===== config.mk =====
export PLATFORM = sky130hd
export DESIGN_NAME = motor_pwm_driver
export DESIGN_NICKNAME = d
export VERILOG_FILES = /design/src/rtl/motor_pwm_driver.sv
export SDC_FILE = /design/constraint.sdc
export NUM_CORES = 1
export LEC_CHECK = 0
export ABC_CLOCK_PERIOD_IN_PS = 5480
export BUFFER_PORTS_ARGS = -buffer_cell sky130_fd_sc_hd__buf_2
export CAP_MARGIN = 20
export CORE_ASPECT_RATIO = 0.5
export CORE_UTILIZATION = 50
export DETAILED_ROUTE_END_ITERATION = 16
export HOLD_SLACK_MARGIN = 0.08
export PLACE_DENSITY = 0.67
export SETUP_SLACK_MARGIN = 0.15
export SLEW_MARGIN = 20
export SYNTH_ARGS = -nofsm -noshare
export SYNTH_HDL_FRONTEND = slang
export SYNTH_SLANG_ARGS = --single-unit

===== constraint.sdc =====
create_clock -name iclk -period 5.48 [get_ports iclk]
set_input_delay 0.274 -clock iclk [delete_from_list [all_inputs] [get_ports iclk]]
set_output_delay 0.274 -clock iclk [all_outputs]
set_load 0.05 [all_outputs]

===== src/rtl/motor_pwm_driver.sv =====
// Dual H-bridge driver: slew-limited PWM duty, ramp-down + dead coast on reversal, immediate brake.
// Latency: 1 clk input register + wait to next period strobe (brake: 2 clks to state); no backpressure.
module motor_pwm_driver #(
  parameter int PRESC        = 195,
  parameter int RAMP_STEP    = 8,
  parameter int DEAD_PERIODS = 2
) (
  input  logic       iclk,
  input  logic       irst_n,
  input  logic [7:0] iL_spd,
  input  logic [7:0] iR_spd,
  input  logic [1:0] iL_dir,
  input  logic [1:0] iR_dir,
  output logic       oL_en,
  output logic       oL_in1,
  output logic       oL_in2,
  output logic       oR_en,
  output logic       oR_in1,
  output logic       oR_in2,
  output logic [1:0] obusy
);

  localparam int              PW       = (PRESC > 0) ? $clog2(PRESC + 1) : 1;
  localparam logic [PW-1:0]   PRESC_TC = PW'(PRESC);
  localparam logic [8:0]      STEP9    = 9'(RAMP_STEP);
  localparam logic [7:0]      STEP8    = 8'(RAMP_STEP);
  localparam logic [3:0]      DEAD_LD  = 4'(DEAD_PERIODS);

  localparam logic [1:0] ST_RUN     = 2'd0;
  localparam logic [1:0] ST_RAMP_DN = 2'd1;
  localparam logic [1:0] ST_DEAD    = 2'd2;
  localparam logic [1:0] ST_BRAKE   = 2'd3;

  localparam logic [1:0] DIR_COAST = 2'b00;
  localparam logic [1:0] DIR_FWD   = 2'b01;
  localparam logic [1:0] DIR_REV   = 2'b10;
  localparam logic [1:0] DIR_BRAKE = 2'b11;

  logic [PW-1:0]   presc_q, presc_d;
  logic [7:0]      pcnt_q, pcnt_d;
  logic            tick;
  logic            ps;

  // Channel index 0 is the left motor, 1 the right motor.
  logic [1:0][7:0] spd_q, spd_d;
  logic [1:0][1:0] dir_q, dir_d;
  logic [1:0][1:0] st_q, st_d;
  logic [1:0][7:0] duty_q, duty_d;
  logic [1:0][1:0] adir_q, adir_d;
  logic [1:0][3:0] dcnt_q, dcnt_d;
  logic [1:0]      en_q, en_d;
  logic [1:0]      in1_q, in1_d;
  logic [1:0]      in2_q, in2_d;

  logic [1:0][7:0] tgt_eff;
  logic [1:0][7:0] duty_ramp;
  logic [1:0]      busy;

  always_comb begin
    tick    = (presc_q == PRESC_TC);
    ps      = tick && (pcnt_q == 8'd254);
    presc_d = tick ? '0 : presc_q + PW'(1);
    pcnt_d  = pcnt_q;
    if (tick) begin
      pcnt_d = (pcnt_q == 8'd254) ? 8'd0 : pcnt_q + 8'd1;
    end
    spd_d = {iR_spd, iL_spd};
    dir_d = {iR_dir, iL_dir};
  end

  // Slew toward the effective target without overshoot; coast forces target 0.
  always_comb begin
    tgt_eff   = '0;
    duty_ramp = '0;
    busy      = '0;
    for (int c = 0; c < 2; c++) begin
      tgt_eff[c] = (adir_q[c] == DIR_COAST) ? 8'd0 : spd_q[c];
      if (duty_q[c] < tgt_eff[c]) begin
        if (({1'b0, tgt_eff[c]} - {1'b0, duty_q[c]}) > STEP9) begin
          duty_ramp[c] = duty_q[c] + STEP8;
        end else begin
          duty_ramp[c] = tgt_eff[c];
        end
      end else begin
        if (({1'b0, duty_q[c]} - {1'b0, tgt_eff[c]}) > STEP9) begin
          duty_ramp[c] = duty_q[c] - STEP8;
        end else begin
          duty_ramp[c] = tgt_eff[c];
        end
      end
      busy[c] = (st_q[c] != ST_RUN) || (duty_q[c] != tgt_eff[c]);
    end
  end

  always_comb begin
    st_d   = st_q;
    duty_d = duty_q;
    adir_d = adir_q;
    dcnt_d = dcnt_q;
    for (int c = 0; c < 2; c++) begin
      if (dir_q[c] == DIR_BRAKE) begin
        // Brake overrides every state without waiting for a period strobe.
        if (st_q[c] != ST_BRAKE) begin
          st_d[c]   = ST_BRAKE;
          duty_d[c] = 8'd0;
          adir_d[c] = DIR_COAST;
        end
      end else begin
        case (st_q[c])
          ST_RUN: begin
            if (ps) begin
              if (dir_q[c] == adir_q[c]) begin
                duty_d[c] = duty_ramp[c];
              end else begin
                st_d[c] = ST_RAMP_DN;
              end
            end
          end
          ST_RAMP_DN: begin
            if (ps) begin
              if (duty_q[c] == 8'd0) begin
                st_d[c]   = ST_DEAD;
                dcnt_d[c] = DEAD_LD;
                adir_d[c] = DIR_COAST;
              end else begin
                duty_d[c] = (duty_q[c] > STEP8) ? duty_q[c] - STEP8 : 8'd0;
              end
            end
          end
          ST_DEAD: begin
            if (ps) begin
              dcnt_d[c] = (dcnt_q[c] != 4'd0) ? dcnt_q[c] - 4'd1 : 4'd0;
              if (dcnt_q[c] <= 4'd1) begin
                st_d[c]   = ST_RUN;
                adir_d[c] = dir_q[c];
              end
            end
          end
          default: begin
            st_d[c]   = ST_DEAD;
            dcnt_d[c] = DEAD_LD;
            duty_d[c] = 8'd0;
            adir_d[c] = DIR_COAST;
          end
        endcase
      end
    end
  end

  always_comb begin
    en_d  = '0;
    in1_d = '0;
    in2_d = '0;
    for (int c = 0; c < 2; c++) begin
      if (st_q[c] == ST_BRAKE) begin
        en_d[c]  = 1'b1;
        in1_d[c] = 1'b1;
        in2_d[c] = 1'b1;
      end else if (adir_q[c] == DIR_FWD) begin
        in1_d[c] = 1'b1;
        en_d[c]  = (pcnt_q < duty_q[c]);
      end else if (adir_q[c] == DIR_REV) begin
        in2_d[c] = 1'b1;
        en_d[c]  = (pcnt_q < duty_q[c]);
      end
    end
  end

  always_ff @(posedge iclk or negedge irst_n) begin
    if (!irst_n) begin
      presc_q <= '0;
      pcnt_q  <= '0;
      spd_q   <= '0;
      dir_q   <= '0;
      st_q    <= {ST_RUN, ST_RUN};
      duty_q  <= '0;
      adir_q  <= '0;
      dcnt_q  <= '0;
      en_q    <= '0;
      in1_q   <= '0;
      in2_q   <= '0;
    end else begin
      presc_q <= presc_d;
      pcnt_q  <= pcnt_d;
      spd_q   <= spd_d;
      dir_q   <= dir_d;
      st_q    <= st_d;
      duty_q  <= duty_d;
      adir_q  <= adir_d;
      dcnt_q  <= dcnt_d;
      en_q    <= en_d;
      in1_q   <= in1_d;
      in2_q   <= in2_d;
    end
  end

  assign oL_en  = en_q[0];
  assign oL_in1 = in1_q[0];
  assign oL_in2 = in2_q[0];
  assign oR_en  = en_q[1];
  assign oR_in1 = in1_q[1];
  assign oR_in2 = in2_q[1];
  assign obusy  = busy;

endmodule

==> results.yml, run 1 <==
outcome:
  outcome: "finished clean"
min_path:
  hp-class: "input port to async pin"
synthesis:
  synth_edf_count: 0
  synth_fp_nets: 815
  netlist_area_um2: 6078
  synth-main-ff-cell: "dfrtp_1"
  synth.area.top_cells: "dfrtp_1 30%, ha_1 10%, nand2_1 4.7%"
  netlist-cell-type-count: 72
  async_flop_share: 1.000
  yosys_register_bits: 74
  synth.area.mux_share: 0.008646
  synth_simple_gate_area_frac: 0.2355
  synth_top_family_by_area: "compound AO/OA/AOI/OAI gates"
  synth_compound_area_frac: 0.2610
  syn_inst: 744
  synth_xor_area_frac: 0.04323
  yosys-top-cells-count: "76 x nand2_1, 74 x dfrtp_1, 58 x nor2_1, 53 x o21ai_0, 49 x ha_1"
  netlist.area_leader.share: 0.3047
  yosysWarnings: 0
  yosysTopAreaCell: "dfrtp_1"
  synth_fa_ha_area_frac: 0.1009
  synth_most_common_cell: "nand2_1"
  syn-mean-instance-area_um2: 8.170
  yosysSeqAreaShare: 0.3047
sta:
  fin_tns_setup_ns: 0
  fin_ws_ns: 1.193
  fmaxAchievable_mhz: 233.3
  setup_viol: 0
  finalHoldViolCount: 0
  drv_slew: 0
  clock_skew_ns: 0.007655
  fin_crit_sh: 0.7823
  period_needed_ns: 4.287
  max-slew-margin-rel: 0.3705
  rsz0062_at_grt: "no"
  tightest_slew_ns: 0.9442
drt:
  drtIter0Drc: 383
  wl_per_cell_um: 16.39
  ant_nets: 0
  first_pass_iters: 5
  drcViolationCount: 0
  vias: 5719
  viasPerCell: 6.052
  drt-total-wl_um: 15490
power:
  peakVddDrop_v: 0.0002412
  p_leak_nw: 3.078
  powerDensity_nw_per_um2: 401.2
grt:
  grt_max_degree: 75
  grt-ovfl-total: 0
  grt_first_pass_wirelength_um: 25490
  grt_use_total: 0.2575
  grt_pass1_vias: 5295
  antenna_found_initial: 0
floorplan:
  core_area_um2: 11840
  initial_core_util: 0.5133
  rows: 28
  die-area_um2: 12630
  die_y_um: 79.97
  pin_count: 30
  dieWidth_um: 157.9
cts:
  cts-htree-levels: 3
  cts_setup_buffers: 0
  cts_buffer_depth: 2
  cts.clk_slew.worst_paths_ns: 0.06
  numCtsBuffers: 9
  cts_root_buf: "clkbuf_16"
  cts_tree: "done"
  clock-sinks: 74
  clk_latency_ns: 0.34
placed_design:
  gp_congestion: 0.9294
  hpwlAfterDp_um: 11220
  dp_cells: 909
  pre_cts_ws_ns: 1.271
  portBuffers: 29
final_layout:
  diodes: 0
  fin_cells: 945
  nets: 846
  final_util: 0.5792
  synthToLayoutAreaGrowth_pct: 12.84
  drive_above_1_share: 0.08333
critical_path:
  critPathKind: "register to register"
  critPathMaxFanout: 10
  cp.arrival_ns: 4.55
  cp-start-kind: "register"
  crit_required_ns: 5.75
  crit_path_end_kind: "register"
flow_run:
  cap_viol_max_count: 0
area by class of cell:
| cell class | count | area [µm²] |
|---|---|---|
| tap | 165 | 206.4 |
| sequential | 74 | 1852 |
| clock inverter | 7 | 116.4 |
| inverter | 40 | 151.4 |
| fill | 1158 | 4982 |
| multi-input combinational | 600 | 3953 |
| timing repair buffer | 50 | 355.3 |
| clock buffer | 9 | 225.2 |
kinds of logic (layout without fill, tap and decap cells):
logic type / after synthesis / count (layout)
compound gates: 234 / 234
xor+xnor: 30 / 30
buf+inv: 70 / 106
fa+ha+maj: 49 / 49
flops: 74 / 74
mux: 5 / 5
simple gates: 282 / 282
report_power, final:
| group | internal, mW | total, mW | switching [mW] |
|---|---|---|---|
| Sequential | 0.597 | 0.677 | 0.0795 |
| Clock | 0.445 | 0.687 | 0.242 |
| Combinational | 0.523 | 1.39 | 0.865 |
| Total | 1.57 | 2.75 | 1.19 |
metal layers:
metal,GRT usage,up-vias,wire length [µm]
met2,0.4242,162,7120
met5,0,-,0
met3,0.04777,27,713
met1,0.3434,2719,7368
met4,0.07670,0,290
li1,-,2811,-
metrics by stage:
| stage | hold slack (ns) | cell area (µm²) | power (mW) |
|---|---|---|---|
| after global placement | 0.3815 | 6317 | 2.017 |
| after CTS | 0.1185 | 6859 | 2.738 |
| after global routing | 0.1633 | 6859 | 2.939 |
| after detailed placement | 0.3833 | 6317 | 2.034 |
| final | 0.06320 | 6859 | 2.752 |
| after floorplan | -0.02159 | 6078 | 1.765 |
cell usage in the layout (no fill, tap or decap), types with 11 or more instances in the layout:
| cell | instances |
|---|---|
| nand2_1 | 76 |
| dfrtp_1 | 74 |
| nor2_1 | 58 |
| o21ai_0 | 52 |
| ha_1 | 49 |
| a21oi_1 | 45 |
| inv_1 | 39 |
| buf_2 | 28 |
| nor3_1 | 26 |
| nand3_1 | 22 |
| dlygate4sd3_1 | 20 |
| xnor2_1 | 19 |
| a21o_1 | 18 |
| o211ai_1 | 16 |
| o21a_1 | 12 |
| nand2b_1 | 12 |
| xor2_1 | 11 |
worst max-delay path, stage by stage, from the launching register on:
cell and delay, ns:
dfrtp_1 0.47, or2_2 0.44, nand2_1 0.16, inv_1 0.05, ha_1 0.40, or3b_2 0.25
o22ai_1 0.07, or4_1 0.52, or4_1 0.48, nor4_1 0.57, a41o_1 0.31, mux2_2 0.36
o21ai_0 0.14
timing repair:
| item | in CTS | in global routing |
|---|---|---|
| hold buffers | 20 | 0 |
| resized for setup | 0 | 0 |
| hold endpoints to repair | 20 | 0 |
state kept, by name, summed over array words and instances (netlist names):
name and cells:
en_q 2, presc_q 8, pcnt_q 8, dcnt_q 8, dir_q 4, adir_q 4, in2_q 2, st_q 4
spd_q 16, duty_q 16, in1_q 2
final timing paths:
| kind | to | slack, ns | from | cells past startpoint |
|---|---|---|---|---|
| min in group iclk | presc_q[7] | 0.50 | presc_q[7] | 1 |
| hold / removal | spd_q[0] | 0.06 | irst_n | 1 |
| setup reg to reg | duty_q[11] | 1.19 | adir_q[3] | 12 |
| hold reg to reg | presc_q[7] | 0.50 | presc_q[7] | 1 |
| max in group asynchronous | duty_q[7] | 4.79 | irst_n | 1 |
| setup / recovery | duty_q[11] | 1.19 | adir_q[3] | 12 |
Power figures use the tool's default switching activity.
==> run 2: changes to the inputs <==
--- a/config.mk
+++ b/config.mk
@@ -5,7 +5,7 @@
 export SDC_FILE = /design/constraint.sdc
 export NUM_CORES = 1
 export LEC_CHECK = 0
-export ABC_CLOCK_PERIOD_IN_PS = 5480
+export ABC_CLOCK_PERIOD_IN_PS = 4000
 export BUFFER_PORTS_ARGS = -buffer_cell sky130_fd_sc_hd__buf_2
 export CAP_MARGIN = 20
 export CORE_ASPECT_RATIO = 0.5
==> constraint.sdc (replaced) <==
create_clock -name iclk -period 4 [get_ports iclk]
set_input_delay 0.2 -clock iclk [delete_from_list [all_inputs] [get_ports iclk]]
set_output_delay 0.2 -clock iclk [all_outputs]
set_load 0.05 [all_outputs]
==> results.yml, run 2 (synthesis results as in run 1) <==
min_path:
  hp-class: "register to register"
cts:
  cts_buffer_depth: 2
  cts.clk_slew.worst_paths_ns: 0.06
  numCtsBuffers: 9
  cts_setup_buffers: 0
  clk_latency_ns: 0.33
  cts_root_buf: "clkbuf_16"
  cts_tree: "done"
  clock-sinks: 74
  cts-htree-levels: 3
placed_design:
  hpwlAfterDp_um: 11370
  pre_cts_ws_ns: 0.2825
  gp_congestion: 0.8835
  portBuffers: 29
critical_path:
  path_cells: "or2_2 -> nand2_1 -> inv_1 -> ha_1 -> or3b_2 -> o22ai_1 -> or4_1 -> or4_1 -> nor4_2 -> a41o_2 -> mux2_2 -> o21ai_0"
  cp_common_cell: "or4_1"
  cpLargestDelayFamily: "simple AND/OR/NAND/NOR gates"
  cp.arrival_ns: 3.95
  critPathMaxFanout: 10
  cpMaxStageDelayCell: "or4_1"
  cp-start-kind: "register"
  crit_required_ns: 4.26
  cpPeakStageDelay_ns: 0.51
  crit_buf_inv: 1
  crit_path_end_kind: "register"
  critPathKind: "register to register"
grt:
  antenna_found_initial: 0
  grt_max_degree: 75
  grt_pass1_vias: 5277
  grt_first_pass_wirelength_um: 25420
  grt_use_total: 0.2558
  grt-ovfl-total: 0
power:
  powerDensity_nw_per_um2: 543.1
  peakVddDrop_v: 0.0003129
  p_leak_nw: 3.167
floorplan:
  rows: 28
  die_y_um: 79.97
  initial_core_util: 0.5133
  die-area_um2: 12630
  dieWidth_um: 157.9
  core_area_um2: 11840
  pin_count: 30
sta:
  tightest_slew_ns: 0.9360
  fmaxAchievable_mhz: 270.5
  finalHoldWorstSlack_ns: 0.4912
  rsz0062_at_grt: "no"
  clock_skew_ns: 0.002553
  finalHoldViolCount: 0
  fin_tns_setup_ns: 0
  max-slew-margin-rel: 0.3760
  period_needed_ns: 3.697
  fin_ws_ns: 0.3028
  setup_viol: 0
  drv_slew: 0
  fin_crit_sh: 0.9243
final_layout:
  reg_top3: "duty_q x16, spd_q x16"
  nets: 865
  final_common_cell: "nand2_1"
  final_cell_mix: "76 x nand2_1, 74 x dfrtp_1, 58 x nor2_1, 53 x o21ai_0, 49 x ha_1"
  drive_above_1_share: 0.1064
  diodes: 0
  synthToLayoutAreaGrowth_pct: 15.21
drt:
  viasPerCell: 5.967
  first_pass_iters: 5
  drtIter0Drc: 475
  vias: 5752
  wl_per_cell_um: 15.82
  ant_nets: 0
  drt-total-wl_um: 15250
  drcViolationCount: 0
outcome:
  outcome: "finished clean"
flow_run:
  cap_viol_max_count: 0
[run 2: cell types whose count changed in the layout (fill, tap and decap cells not counted), sizes merged]
| cell | delta |
|---|---|
| inv | -1 |
| bufinv | -1 |
| clkbuf | +3 |
| buf | +18 |
| dlygate4sd3 | +1 |
| clkinvlp | -1 |
[run 2: cell type report]
type / instances / area, µm²
Clock buffer: 12 / 256.5
Inverter: 40 / 151.4
Tap cell: 165 / 206.4
Multi-Input combinational cell: 600 / 3963
Fill cell: 1095 / 4838
Clock inverter: 4 / 73.82
Timing Repair Buffer: 69 / 500.5
Sequential cell: 74 / 1852
[run 2: timing repair]
| item | in CTS | in global routing |
|---|---|---|
| hold buffers | 21 | 0 |
| endpoints found under the hold margin | 94 | 0 |
| resized for setup | 0 | 2 |
| setup endpoints to repair | 0 | 4 |
[run 2: path summary, 6_finish.rpt]
kind                                 start    endpoint  slack (ns)  depth (start not counted)
worst max-delay path             adir_q[3]  duty_q[11]        0.30                         12
worst max register to register   adir_q[3]  duty_q[11]        0.30                         12
worst min register to register  presc_q[0]  presc_q[0]        0.49                          1
min in group asynchronous           irst_n    spd_q[2]        0.55                          2
worst min-delay path            presc_q[0]  presc_q[0]        0.49                          1
max in group asynchronous           irst_n    spd_q[6]        2.83                          2
[run 2: where the power goes]
group / switching [mW] / leakage [nW] / total [mW] / internal [mW]
combinational: 1.22 / 2.05 / 2.00 / 0.785
sequential: 0.0931 / 0.954 / 0.912 / 0.819
clock: 0.308 / 0.163 / 0.888 / 0.580
total: 1.62 / 3.17 / 3.80 / 2.18
[run 2: metal layers]
metal | vias to the layer above | GRT usage | wire length (µm)
met5 | - | 0 | 0
met4 | 0 | 0.06699 | 155
met3 | 14 | 0.03800 | 707
met2 | 158 | 0.4247 | 7094
met1 | 2721 | 0.3479 | 7290
li1 | 2859 | - | -
[run 2: per-stage QoR]
stage          power [mW]  cell area (µm²)  cells  utilization
6_report            3.803             7003    964       0.5914
3_3_place_gp        2.850             6459    927       0.5454
3_5_place_dp        2.867             6459    927       0.5454
5_1_grt             4.074             7003    964       0.5914
4_1_cts             3.791             6999    964       0.5911
2_1_floorplan       2.418             6085    744            -
